## config.mk

```make
export PLATFORM = sky130hd
export DESIGN_NAME = pc_fetch_unit
export DESIGN_NICKNAME = d
export VERILOG_FILES = /design/src/rtl/pc_fetch_unit.sv
export SDC_FILE = /design/constraint.sdc
export NUM_CORES = 1
export LEC_CHECK = 0
export CORE_ASPECT_RATIO = 0.9
export CORE_MARGIN = 4
export CORE_UTILIZATION = 44
export DETAILED_ROUTE_END_ITERATION = 16
export GPL_TIMING_DRIVEN = 1
export HOLD_SLACK_MARGIN = 0.08
export PLACE_DENSITY = 0.83
export SYNTH_ARGS = -nofsm -noshare
export SYNTH_HDL_FRONTEND = slang
export SYNTH_SLANG_ARGS = --single-unit
```

## constraint.sdc

```tcl
create_clock -name clk -period 4.8 [get_ports clk]
set_input_delay 0.96 -clock clk [delete_from_list [all_inputs] [get_ports clk]]
set_output_delay 0.96 -clock clk [all_outputs]
set_load 0.005 [all_outputs]
```

## src/rtl/pc_fetch_unit.sv

```systemverilog
// pc_fetch_unit: program counter plus req/ack instruction fetch with a valid/ready handoff to decode.
// Defining PC_FETCH_EXCEPTION_EN adds the exc_req/epc exception redirect to EXC_VECTOR.
module pc_fetch_unit #(
  parameter logic [31:0] RESET_PC = 32'h0000_0000
`ifdef PC_FETCH_EXCEPTION_EN
  , parameter logic [31:0] EXC_VECTOR = 32'h8000_0180
`endif
) (
  input  logic        clk,
  input  logic        rst_n,
  input  logic        stall,
  input  logic        branch_taken,
  input  logic [31:0] branch_offset,
  input  logic        jump,
  input  logic [25:0] jump_index,
`ifdef PC_FETCH_EXCEPTION_EN
  input  logic        exc_req,
  output logic [31:0] epc,
`endif
  output logic        imem_req,
  output logic [31:0] imem_addr,
  input  logic        imem_ack,
  input  logic [31:0] imem_rdata,
  output logic        instr_valid,
  input  logic        instr_ready,
  output logic [31:0] instr,
  output logic [31:0] pc,
  output logic [31:0] pc_plus4
);
  typedef enum logic [1:0] {IDLE, FETCH, VALID} state_e;
  state_e      state_q, state_d;
  logic [31:0] pc_q, pc_d, instr_q, instr_d, next_pc;
  logic        accept;
  assign imem_req    = state_q == FETCH;
  assign instr_valid = state_q == VALID;
  assign imem_addr   = pc_q;
  assign pc          = pc_q;
  assign pc_plus4    = pc_q + 32'd4;
  assign instr       = instr_q;
  assign accept      = instr_valid & instr_ready & ~stall;
  // Masking the offset keeps the low two bits of the shifted immediate out of the target.
  assign next_pc = jump         ? {pc_plus4[31:28], jump_index, 2'b00} :
                   branch_taken ? pc_plus4 + (branch_offset & ~32'd3) : pc_plus4;
`ifdef PC_FETCH_EXCEPTION_EN
  logic [31:0] epc_q, epc_d;
  assign epc = epc_q;
`endif
  always_comb begin
    state_d = state_q;
    pc_d    = pc_q;
    instr_d = instr_q;
`ifdef PC_FETCH_EXCEPTION_EN
    epc_d   = epc_q;
`endif
    case (state_q)
      IDLE:  state_d = FETCH;
      FETCH: begin
        if (imem_ack) begin
          instr_d = imem_rdata;
          state_d = VALID;
        end
      end
      VALID: begin
`ifdef PC_FETCH_EXCEPTION_EN
        if (exc_req) begin
          epc_d   = pc_q;
          pc_d    = EXC_VECTOR;
          state_d = FETCH;
        end else
`endif
        if (accept) begin
          pc_d    = next_pc;
          state_d = FETCH;
        end
      end
      default: state_d = IDLE;
    endcase
  end
  always_ff @(posedge clk or negedge rst_n) begin
    if (!rst_n) begin
      state_q <= IDLE;
      pc_q    <= RESET_PC;
      instr_q <= '0;
`ifdef PC_FETCH_EXCEPTION_EN
      epc_q   <= '0;
`endif
    end else begin
      state_q <= state_d;
      pc_q    <= pc_d;
      instr_q <= instr_d;
`ifdef PC_FETCH_EXCEPTION_EN
      epc_q   <= epc_d;
`endif
    end
  end
endmodule

```

# Word level (Yosys, flattened, before mapping)
# Index checks and enable logic that the tools add are counted.
[word_totals] wordCells=21 ff_bits=66 output_inout_bits=130 inputBits=97
[op_classes] n_addsub=2 n_bitwise=3 muxes=5 reduce_logical=4 n_eq_ne=4
[op_table] cell="two-way mux 32 bit" count=2
[op_table] cell="adder 32 x 3 -> 32 bit, second input constant" count=1
[op_table] cell="adder 32 bit" count=1
[op_table] cell="one-hot mux 2 bit (3 select lines)" count=1
[op_table] cell="AND reduction 2 bit" count=3
[op_table] cell="two-way mux 2 bit" count=2
[op_table] cell="!= test 2 x 1 -> 1 bit, second input constant" count=2
[op_table] cell="AND 1 bit" count=2
[op_table] cell="== test 2 x 1 -> 1 bit, second input constant" count=1
[op_table] cell="== test 2 bit, second input constant" count=1
[op_table] cell="logical NOT 2 bit" count=1
[op_table] cell="NOT 1 bit" count=1

# Depth between registers and ports, before layout
# Gate-level depths: netlist of run 1.
[logic_depth] ltp_word=5 depth_mapped=16 ltp_nobuf=16

# Worst setup path after synthesis of run 1
# OpenSTA, ideal clock, no wires.
[synth_timing] kind="register -> register" startpoint="register pc_q[2] (netlist: imem_addr[2])" endpoint="register pc_q[31] (netlist: imem_addr[31])" path_buffers=0 stages_incl_launch_ff=17 path_slack_ns=1.334 arrival_time_ns=3.375 period_less_slack_ns=3.466 t_required_ns=4.708 setup_time_ns=0.092 path_cell_list="dfrtp_1 -> ha_1 -> nand2_1 -> nor4_4 -> and3_1 -> nand2_1 -> xnor2_1 -> ha_1 -> a21o_1 -> o21ai_1 -> a21oi_1 -> and3_1 -> a21boi_2 -> o41ai_2 -> xor2_1 -> and3_1 -> o31ai_2"
[synth_via] elab_chain_len=4
[synth_lines] element="start: declaration" line_no="32" source="logic [31:0] pc_q, pc_d, instr_q, instr_d, next_pc;"
[synth_lines] element="start signal: assignment" line_no="89" source="pc_q <= pc_d;"
[synth_lines] element="adder 32 x 3 -> 32 bit" line_no="38" source="assign pc_plus4 = pc_q + 32'd4;"
[synth_lines] element="named net pc_plus4[20]" line_no="28" source="output logic [31:0] pc_plus4"
[synth_lines] element="adder 32 bit" line_no="43" source="branch_taken ? pc_plus4 + (branch_offset & ~32'd3) : pc_plus4;"
[synth_lines] element="two-way mux 32 bit" line_no="43"
[synth_lines] element="two-way mux 32 bit" line_no="42" source="assign next_pc = jump ? {pc_plus4[31:28], jump_index, 2'b00} :"
# The timed path passes the listed nets, and every way through them passes these cells.
# A chain may end at the register's enable or synchronous reset.

# Worst setup path in the final report of run 1
[layout_timing] startpoint="register pc_q[2] (netlist: imem_addr[2])" endpoint="output port pc_plus4[30]"
[layout_via] elab_chain_len=1
[layout_lines] element="adder 32 x 3 -> 32 bit" line_no="38"
[layout_lines] element="end: declaration" line_no="28"
# No other way between the ends.

==> results by stage, run 1 <==
Outcome:
- The flow ran to the end, and the final reports show no timing, DRC or antenna violations.

Critical path:
- The highest-delay cell along the critical path is clkdlybuf4s50_1.
- On the worst path, the slowest cell contributes a delay of 0.56 ns.
- The worst setup path is captured at an output port.
- The critical path is of the reg2out type.
- For the worst setup path, the data required time is 3.84 ns.
- The launching element type of the critical path is a flip-flop.
- The launch instance of the worst register-to-register path is imem_addr[4].
- Grouping stages by cell kind, the critical path spends the most delay in simple AND/OR/NAND/NOR gates.
- The signal on the critical path passes through ha_1, nand2_1, nor4_4, nand3_1, nor2_2, and3_1, nand3_1, xnor2_1, clkdlybuf4s50_1.
- Counting both buffers and inverters, the worst setup path holds a total of 1.
- Data on the critical path arrives at its endpoint at 3.42 ns.
- The critical path's most frequent cell is nand3_1.
- The maximum fanout count along the critical path is 5.
- Tracing the worst setup path back leads to its startpoint at imem_addr[2].

Timing:
- The upper clock frequency limit is 229 MHz.
- The transition time at the pin with the least slew margin is 1.10 ns.
- Setup repair after global routing left no endpoint under its margin.
- The worst clock skew is 0.0119 ns.
- After routing, the total negative slack on setup checks comes to 0 ns.
- The final worst hold slack is 0.494 ns.
- The number of pins exceeding their max-slew limit in the final report was 0.
- The time the worst path needs with I/O delays and setup is 4.38 ns.
- Across all setup checks in the final design, the least slack found is 0.424 ns.
- The final critical path takes up 91.2% of the cycle.
- The final hold violation count came to 0.
- Measured against its own limit, the worst slew margin works out to 26.4%.
- Setup violations remaining at the end of the flow were counted as 0.

Clock tree:
- Clock-pin slew was measured on the worst setup and hold paths at 0.07 ns.
- In this run, post-CTS repair resized a total of 0 instances.
- The clock buffer count from CTS is 9.
- The hold buffer count at CTS is 0.
- The root cell of the clock tree is clkbuf_16.
- The post-CTS setup-driven buffer insertion count is 0.
- The number of levels in the clock H-tree is 3.
- The clock net in this run drives a total of 64 sinks.
- TritonCTS built the clock tree.
- Counting along the longest clock path gives a buffer depth of 2.
- The clock reaches the later pin of the worst-skew pair after 0.34 ns.

Drt:
- After detailed routing, the average wire length per cell comes to 19.3 microns.
- The number of vias after detailed routing is 5,243.
- The sum of routed wire length over all layers is 18.1 mm.
- The detail route stage leaves a number of antenna-violating nets equal to 0.
- The first detailed-routing pass ran for 6 iterations.
- The violation count after the first detailed-route iteration is 384.
- For this run, design rule violations remaining after detail routing come to 0.
- After detailed routing, the number of vias per cell comes to 5.60.

Floorplanning:
- The die height is 112 microns.
- From left edge to right edge, the die measures 123 microns.
- The placement row count is 37.
- The die covers 0.0138 sq mm.
- The core region is 0.0116 sq mm.
- The starting density of the core is 45.4%.
- For this design the top-level I/O count stands at 227.

Power:
- Net switching is 40.3% of the power.
- VDD sags by at most 305 uV.
- Combinational cells account for 63.7% of the total power.
- Total power for the finished layout comes to 4.75 mW.
- The sequential fraction of design power is 23.2%.
- Cell internal power was estimated by the tool at 2.84 mW.
- In this run the power density over the cells is 624 mW/mm^2.
- The analysis attributes to net switching a power of 1.91 mW.
- The share of total power dissipated in the clock network is 13.2%.
- The standby leakage power is 3.25 nW.

Placement:
- The number of placed instances, taps included, is 920.
- The last weighted congestion value of the routability-driven placer is 0.991.
- Before CTS, the worst setup slack after placement is 0.572 ns.
- The standard cell area after detailed placement is 0.00734 sq mm.
- The number of input and output port buffers inserted is 218.
- Once detailed placement completed, the half-perimeter wirelength came to 13.8 mm.

Yosys:
- The largest total area in the synthesized netlist belongs to dfrtp_1.
- The dominant register cell in the synthesized netlist is dfrtp_1.
- The share of the Yosys chip area taken by registers is 30.5%.
- A synthesized cell averages 8.89 sq um.
- The post-synthesis sequential element count is 64.
- The number of warnings printed during yosys synthesis is 0.
- The number of flops mapped to enable cells by yosys is 0.
- The count of unique library cells instantiated by Yosys is 67.
- The top-area cell type share of the netlist area is 30.5%.
- Synthesis handed over a netlist of 591 instances.
- The commonest cells after synthesis are dfrtp_1, nand2_1, a21oi_1, nor2_1, o21ai_0.
- In the post-synthesis netlist, the biggest area contributors are dfrtp_1, ha_1, mux2_2.
- Yosys instantiated no cell more often than dfrtp_1.
- Summing every instance area after synthesis gives 0.00526 sq mm.
- In the synthesized netlist the async set-or-reset flop fraction comes to 100%.

Layout:
- Cells with a size suffix above 1 make up 9.23% of the layout.
- The finished layout holds 936 standard cells, fillers aside.
- The post-layout net count is 909.
- The number of inserted diodes is 0.
- Measured on the finished design, the core utilization comes to 65.8%.
- The count of fill cells added during filler insertion is 923.
- From synthesis to final layout, the design area changed by 44.9%.
- The cell area after layout is 0.00762 sq mm.

GRT:
- The maximum number of pins on one net before global-route repair is 52.
- The global-route usage over all layers is 25.8%.
- The global-route wire length before repair is 27.9 mm.
- The number of global-route vias before repair is 5,379.
- The total congestion overflow is 0.
- The number of antenna violations at the first check in global routing was 0.

Run:
- Across the run, the number of max-cap violations was 0.

Hold path:
- The min-delay analysis places its worst path in the category reg2reg.
- In this run the most critical hold path is launched from state_q[0].
==> power groups by stage <==
stage / Sequential, mW / Clock, mW / Combinational, mW
2_1_floorplan: 1.07 / 0 / 1.68
3_3_place_gp: 1.08 / 0 / 2.90
6_report: 1.10 / 0.625 / 3.02
3_5_place_dp: 1.11 / 0 / 2.98
5_1_grt: 1.15 / 0.656 / 3.26
4_1_cts: 1.10 / 0.628 / 3.02
==> path summary, 6_finish.rpt <==
check	end	slack, ns	depth (start not counted)
max in group asynchronous	instr[24]	3.17	2
min in group asynchronous	imem_addr[31]	0.69	1
min	state_q[0]	0.49	1
min reg2reg	state_q[0]	0.49	1
max	pc_plus4[30]	0.42	9
max reg2reg	imem_addr[31]	0.50	16
==> cell usage in the layout (no fill, tap or decap), types with 3 or more instances in the layout <==
cell	netlist	layout
nor2b_1	5	5
a211oi_1	8	8
o31ai_1	5	5
clkinvlp_4	0	3
xnor2_1	30	30
mux2_2	32	32
o22ai_1	5	5
xor2_1	24	24
a21o_1	15	15
a21oi_1	48	48
inv_1	15	15
conb_1	1	6
mux2i_1	5	5
a31oi_1	3	3
a21oi_2	3	3
o21ai_1	5	5
nand2_1	55	55
nand2b_1	3	3
nand3_1	12	12
and2_1	5	5
o21bai_1	5	5
ha_1	36	36
buf_4	36	5
nand4_1	7	7
dfrtp_1	64	64
clkdlybuf4s50_1	0	217
clkbuf_16	0	9
nor2_1	46	46
and3_1	11	11
a221oi_1	5	5
o21ai_0	38	38
==> cell families after synthesis <==
kind of cell | share of synthesized area, %
AO/OA/AOI/OAI | 21.0
XOR/XNOR | 9.31
adder cells (fa/ha/maj) | 8.95
buffers and inverters | 7.66
flip-flops | 30.5
multiplexers | 7.81
other | 0.0713
AND/OR/NAND/NOR | 14.7
==> sequential cells by signal, indices dropped and copies added, names as in the netlist <==
register,cells
imem_addr,30
state_q,2
instr,32
==> metal layers <==
layer	up-vias	global-route usage, %	part of all wire (%)
li1	2453	-	-
met1	2483	30.7	39
met2	265	45.4	51
met3	42	5.33	7.3
met4	0	9.37	2.5
met5	-	0	0
==> layout make-up <==
class,instances,area [sq um],area share (%)
inverter,16,60.1,0.788
clock inverter,5,32.5,0.427
multi-input combinational,461,3270,42.9
clock buffer,11,243,3.19
timing repair buffer,223,2210,29.1
sequential,64,1600,21.0
tap,156,195,2.56
(Power assumes the default switching activity.)
==> run 2: changes to the inputs <==
--- a/config.mk
+++ b/config.mk
@@ -12,6 +12,7 @@
 export GPL_TIMING_DRIVEN = 1
 export HOLD_SLACK_MARGIN = 0.08
 export PLACE_DENSITY = 0.83
+export SLEW_MARGIN = 10
 export SYNTH_ARGS = -nofsm -noshare
 export SYNTH_HDL_FRONTEND = slang
 export SYNTH_SLANG_ARGS = --single-unit
==> results of run 2 <==
Same layout as run 1: the final DEF is identical, and so are final timing and power.
